==> src/rtl/conware_board_streamer.sv <==
// Host-side AXI-Stream driver for the conware life engine.
// Holds a ROWS x 32-bit board, streams it out row by row, captures the returned
// next generation back into the same storage and repeats for GEN_COUNT generations.
module conware_board_streamer #(
    parameter int unsigned ROWS   = 32,
    parameter int unsigned ADDR_W = 5
) (
    input  logic              ACLK,
    input  logic              ARESET,
    input  logic              START,
    input  logic [15:0]       GEN_COUNT,
    input  logic              LOAD_EN,
    input  logic [ADDR_W-1:0] LOAD_ADDR,
    input  logic [31:0]       LOAD_DATA,
    input  logic [ADDR_W-1:0] RD_ADDR,
    output logic [31:0]       RD_DATA,
    output logic              BUSY,
    output logic              DONE,
    output logic              ERR,
    output logic [15:0]       GEN_DONE,
    output logic              M_AXIS_TVALID,
    output logic [31:0]       M_AXIS_TDATA,
    output logic              M_AXIS_TLAST,
    input  logic              M_AXIS_TREADY,
    output logic [3:0]        M_AXIS_TKEEP,
    output logic [3:0]        M_AXIS_TSTRB,
    output logic              S_AXIS_TREADY,
    input  logic [31:0]       S_AXIS_TDATA,
    input  logic              S_AXIS_TLAST,
    input  logic              S_AXIS_TVALID
);

    typedef enum logic [1:0] {StIdle, StSend, StRecv} state_e;

    localparam logic [ADDR_W-1:0] LastRow = ADDR_W'(ROWS - 1);

    state_e            state_q, state_d;
    logic [31:0]       board_q [ROWS];
    logic [ADDR_W-1:0] ptr_q;
    logic [15:0]       gen_target_q;
    logic [15:0]       gen_done_q;
    logic              done_q;
    logic              err_q;
    logic [31:0]       rd_data_q;

    logic at_last;
    logic m_hs;
    logic s_hs;
    logic frame_err;
    logic run_done;

    // Handshake decode and beat classification shared by FSM and datapath
    always_comb begin
        at_last   = (ptr_q == LastRow);
        m_hs      = (state_q == StSend) && M_AXIS_TREADY;
        s_hs      = (state_q == StRecv) && S_AXIS_TVALID;
        // TLAST must mark exactly the last row; early or missing TLAST aborts the run
        frame_err = s_hs && (S_AXIS_TLAST != at_last);
        run_done  = s_hs && at_last && S_AXIS_TLAST &&
                    ((gen_done_q + 16'd1) == gen_target_q);
    end

    // State register
    always_ff @(posedge ACLK) begin
        if (ARESET) begin
            state_q <= StIdle;
        end else begin
            state_q <= state_d;
        end
    end

    // Next-state logic
    always_comb begin
        state_d = state_q;
        case (state_q)
            StIdle: begin
                if (START && (GEN_COUNT != 16'd0)) state_d = StSend;
            end
            StSend: begin
                if (m_hs && at_last) state_d = StRecv;
            end
            StRecv: begin
                if (frame_err || run_done) begin
                    state_d = StIdle;
                end else if (s_hs && at_last) begin
                    state_d = StSend;
                end
            end
            default: state_d = StIdle;
        endcase
    end

    // FSM-decoded stream outputs
    always_comb begin
        BUSY          = (state_q != StIdle);
        M_AXIS_TVALID = (state_q == StSend);
        M_AXIS_TDATA  = board_q[ptr_q];
        M_AXIS_TLAST  = (state_q == StSend) && at_last;
        S_AXIS_TREADY = (state_q == StRecv);
        M_AXIS_TKEEP  = 4'hF;
        M_AXIS_TSTRB  = 4'hF;
        RD_DATA       = rd_data_q;
        DONE          = done_q;
        ERR           = err_q;
        GEN_DONE      = gen_done_q;
    end

    // Board storage, row pointer, generation counter and status flags
    always_ff @(posedge ACLK) begin
        if (ARESET) begin
            for (int i = 0; i < int'(ROWS); i++) board_q[i] <= '0;
            ptr_q        <= '0;
            gen_target_q <= '0;
            gen_done_q   <= '0;
            done_q       <= 1'b0;
            err_q        <= 1'b0;
            rd_data_q    <= '0;
        end else begin
            rd_data_q <= board_q[RD_ADDR];
            done_q    <= 1'b0;
            case (state_q)
                StIdle: begin
                    if (LOAD_EN) board_q[LOAD_ADDR] <= LOAD_DATA;
                    if (START) begin
                        err_q        <= 1'b0;
                        gen_done_q   <= '0;
                        ptr_q        <= '0;
                        gen_target_q <= GEN_COUNT;
                        if (GEN_COUNT == 16'd0) done_q <= 1'b1;
                    end
                end
                StSend: begin
                    if (m_hs) ptr_q <= at_last ? '0 : ptr_q + ADDR_W'(1);
                end
                StRecv: begin
                    if (s_hs) begin
                        // Safe in place: the whole board went out before the first row returns
                        board_q[ptr_q] <= S_AXIS_TDATA;
                        if (frame_err) begin
                            err_q  <= 1'b1;
                            done_q <= 1'b1;
                            ptr_q  <= '0;
                        end else if (at_last) begin
                            gen_done_q <= gen_done_q + 16'd1;
                            ptr_q      <= '0;
                            if (run_done) done_q <= 1'b1;
                        end else begin
                            ptr_q <= ptr_q + ADDR_W'(1);
                        end
                    end
                end
                default: ;
            endcase
        end
    end

endmodule

==> config.mk <==
export PLATFORM = sky130hd
export DESIGN_NAME = conware_board_streamer
export DESIGN_NICKNAME = d
export VERILOG_FILES = /design/src/rtl/conware_board_streamer.sv
export SDC_FILE = /design/constraint.sdc
export NUM_CORES = 2
export LEC_CHECK = 0
export CAP_MARGIN = 5
export CORE_MARGIN = 2
export CORE_UTILIZATION = 55
export CTS_BUF_LIST = sky130_fd_sc_hd__clkbuf_16
export CTS_CLUSTER_DIAMETER = 150
export DETAILED_ROUTE_END_ITERATION = 10
export PLACE_DENSITY = 0.81
export SLEW_MARGIN = 5
export SYNTH_ARGS = -nofsm -noshare
export SYNTH_HDL_FRONTEND = slang
export SYNTH_SLANG_ARGS = --single-unit
==> constraint.sdc <==
create_clock -name ACLK -period 7.25 [get_ports ACLK]
set_input_delay 1.45 -clock ACLK [delete_from_list [all_inputs] [get_ports ACLK]]
set_output_delay 1.45 -clock ACLK [all_outputs]
set_load 0.05 [all_outputs]
==> results.txt <==
fin crit period = 5.902 ns
WHS Path Cells = 2
ys async rst share = 0%
DRC errors left = 0
Setup CP Type = flop to output pin
pre-CTS setup slack = 1.247 ns
CTS Hold Buffers Added = 0
RSZ-0062 raised after global routing = no
Worst Path Buf+Inv = 2
Die X = 321.8 um
R2R setup slack = 2.12 ns
largest net degree at the start of global routing = 97
First DRT Iteration DRCs = 6,547
Final Cycle Share = 81.41%
startpoint types = flop
CP Cell Sequence = buf_4 > mux4_2 > mux4_2 > mux2_2 > clkdlybuf4s50_1
clock sink count = 1,102
Top delay family on crit path = multiplexers
Cell Area, Synth = 55,560 sq um
die area = 103,600 sq um
DP HPWL = 101,700 um
initial antenna violation count = 10
Power Dens Cells = 251.4 nW/um^2
#FFs+latches synth = 1,102
Clock Tree Buf Depth = 3
Setup-failing EPs final = 0
Num CTS Buffers = 109
HP Class = flop to flop
slew of the pin with the lowest slew margin = 1.371 ns
FP Rows = 116
initial cell density of the core = 55.48%
fraction of layout cells with a size suffix above 1 = 28.00%
Clk Latency, worst-skew pair = 0.73 ns
clk_skew = 0.03349 ns
register area share after synthesis = 58.15%
Hold Startpoint = gen_target_q[12]
drt total wl = 173,900 um
fin. max-slew vios = 0
post-DR vias/cell = 7.201
Worst VDD drop = 0.2184 mV
Layout Nets = 3,780
ANT nets after route = 0
Worst Path Max Fanout = 32
setup bufs post-CTS = 0
Post-Syn Area per Cell = 15.17 sq um
clock transition at the registers of the reported paths = 0.06 ns
r2r startpoint = state_q[0]
Crit path top cell by count = mux4_2
Crit-path slowest cell = dfxtp_4
cts repair resizes = 0
hold endpoint = gen_target_q[12]
outcome = finished clean
total grt overflow = 0
Setup TNS = 0 ns
Gate Count Post-Synth = 3,663
Max Cap Viol = 0
f_max = 169.4 MHz
core area = 100,100 sq um
post-synth cell types = 61
total iterations of the first detailed-routing run = 8
htree depth = 3
RD Place Congestion = 0.9135
max_slew headroom = 8.589%
Worst setup EP type = output pin
Post-synth EDFFs = 1,024
Reg2Reg Depth = 8
boundary pin count = 191
Layout area overhead = 12.18%
CP Data Required Time = 5.80 ns
Global Route Usage Sum = 34.02%
CTS root buffer = clkbuf_16
Ys Warns = 0
CTS tree = yes
CP max stage delay = 0.84 ns
vias in the first global route = 37.30k
vias = 36.52k
PortBufs = 182
crit path DAT = 4.45 ns
Hold Violations, Final = 0
reg2reg end = board_q[8][12]
ys flop type = edfxtp_1
Die H = 321.8 um
final setup margin = 1.348 ns
first-pass GRT wire length = 251,200 um
routed len/inst = 34.29 um
Leakage = 20.98 nW
==> power breakdown <==
group	switching (mW)	internal [mW]	leakage, nW
Combinational	1.39	0.945	7.90
Clock	2.58	3.35	1.86
Sequential	0.179	7.22	11.2
Total	4.15	11.5	21.0
==> per-layer routing <==
metal	track usage, %	vias to the layer above	routed length, um
li1	-	14082	-
met1	42.08	18249	52810
met2	52.85	3405	81790
met3	11.16	773	27040
met4	19.81	9	12200
met5	0	-	65
==> synth_stat cells (8+ instances only) <==
cell	count	area, sq um
nor2_1	1094	4106
edfxtp_1	1024	30750
mux4_2	640	14410
clkbuf_1	266	998.5
nand2_1	91	341.6
dfxtp_1	78	1562
mux2i_1	71	710.7
buf_2	58	290.3
nand2b_1	36	225.2
a21oi_1	33	165.2
mux2_2	33	371.6
buf_4	29	217.7
buf_1	25	93.84
o21ai_0	19	95.09
inv_1	13	48.80
nor3_1	13	65.06
nand4_1	11	68.82
xnor2_1	10	87.58
and2_1	8	50.05
nand3_1	8	40.04
==> logic make-up after synthesis <==
group / after synthesis / synth area share, %
compound gates: 98 / 1.153
xor+xnor: 17 / 0.2680
fa+ha+maj: 7 / 0.1576
buf+inv: 398 / 3.110
flops: 1102 / 58.15
mux: 744 / 27.89
other cells: 1 / 0.006749
simple gates: 1296 / 9.264
==> sequential cells by signal (all words and copies together) (netlist names), named ones only <==
signal and cells:
DONE 1, gen_target_q 16, ERR 1, ptr_q 5, board_q 1024, GEN_DONE 16, RD_DATA 32, state_q 2
==> final cells by class <==
cell class	count	area (sq um)
fill	6885	37810
sequential	1102	32330
multi-input combinational	2170	21900
clock buffer	112	2803
timing repair buffer	280	2721
tap	1298	1624
clock inverter	94	902.1
inverter	13	48.80
antenna	2	5.005
==> cells in the final DEF (no fill, tap or decap), drive strengths merged, types with 4 or more instances in the layout <==
cell | netlist | layout
a211oi | 5 | 5
a21oi | 33 | 33
a311oi | 4 | 4
a31oi | 6 | 6
and2 | 8 | 8
buf | 119 | 104
bufinv | 0 | 15
clkbuf | 266 | 112
clkdlybuf4s50 | 0 | 176
clkinv | 0 | 55
clkinvlp | 0 | 8
conb | 1 | 8
dfxtp | 78 | 78
edfxtp | 1024 | 1024
ha | 7 | 7
inv | 13 | 29
mux2 | 33 | 33
mux2i | 71 | 71
mux4 | 640 | 640
nand2 | 91 | 91
nand2b | 36 | 36
nand3 | 8 | 8
nand4 | 11 | 11
nor2 | 1094 | 1094
nor2b | 4 | 4
nor3 | 13 | 13
nor4 | 6 | 6
o21ai | 19 | 19
or2 | 4 | 4
or3 | 4 | 4
xnor2 | 10 | 10
xor2 | 7 | 7
==> per-stage QoR <==
stage	instance area (sq um)	hold WS [ns]	power [mW]	cells	utilization (%)
floorplan	55590	0.4478	8.995	3670	-
global placement	58620	0.4566	9.725	4863	58.54
detailed placement	58620	0.4613	9.785	4863	58.54
CTS	62330	0.4727	15.59	5069	62.24
global route	62330	0.5003	15.97	5069	62.24
finish	62330	0.4715	15.67	5071	62.24
==> worst max path at each step <==
stage,cells past startpoint,to,start
floorplan,7,board_q[2][0],ARESET
global placement,7,board_q[8][12],S_AXIS_TVALID
detailed placement,7,board_q[8][16],S_AXIS_TVALID
CTS,5,M_AXIS_TDATA[4],flop
global route,5,M_AXIS_TDATA[4],flop
finish,5,M_AXIS_TDATA[4],flop
==> worst min-delay path, delay by kind of cell, from the launching register on <==
family | cells | cell delay, ns
AOI/OAI and AO/OA | 1 | 0.05
DFF | 1 | 0.32
and+or+nand+nor | 1 | 0.05
No activity file was read; power rests on OpenSTA's default activity.
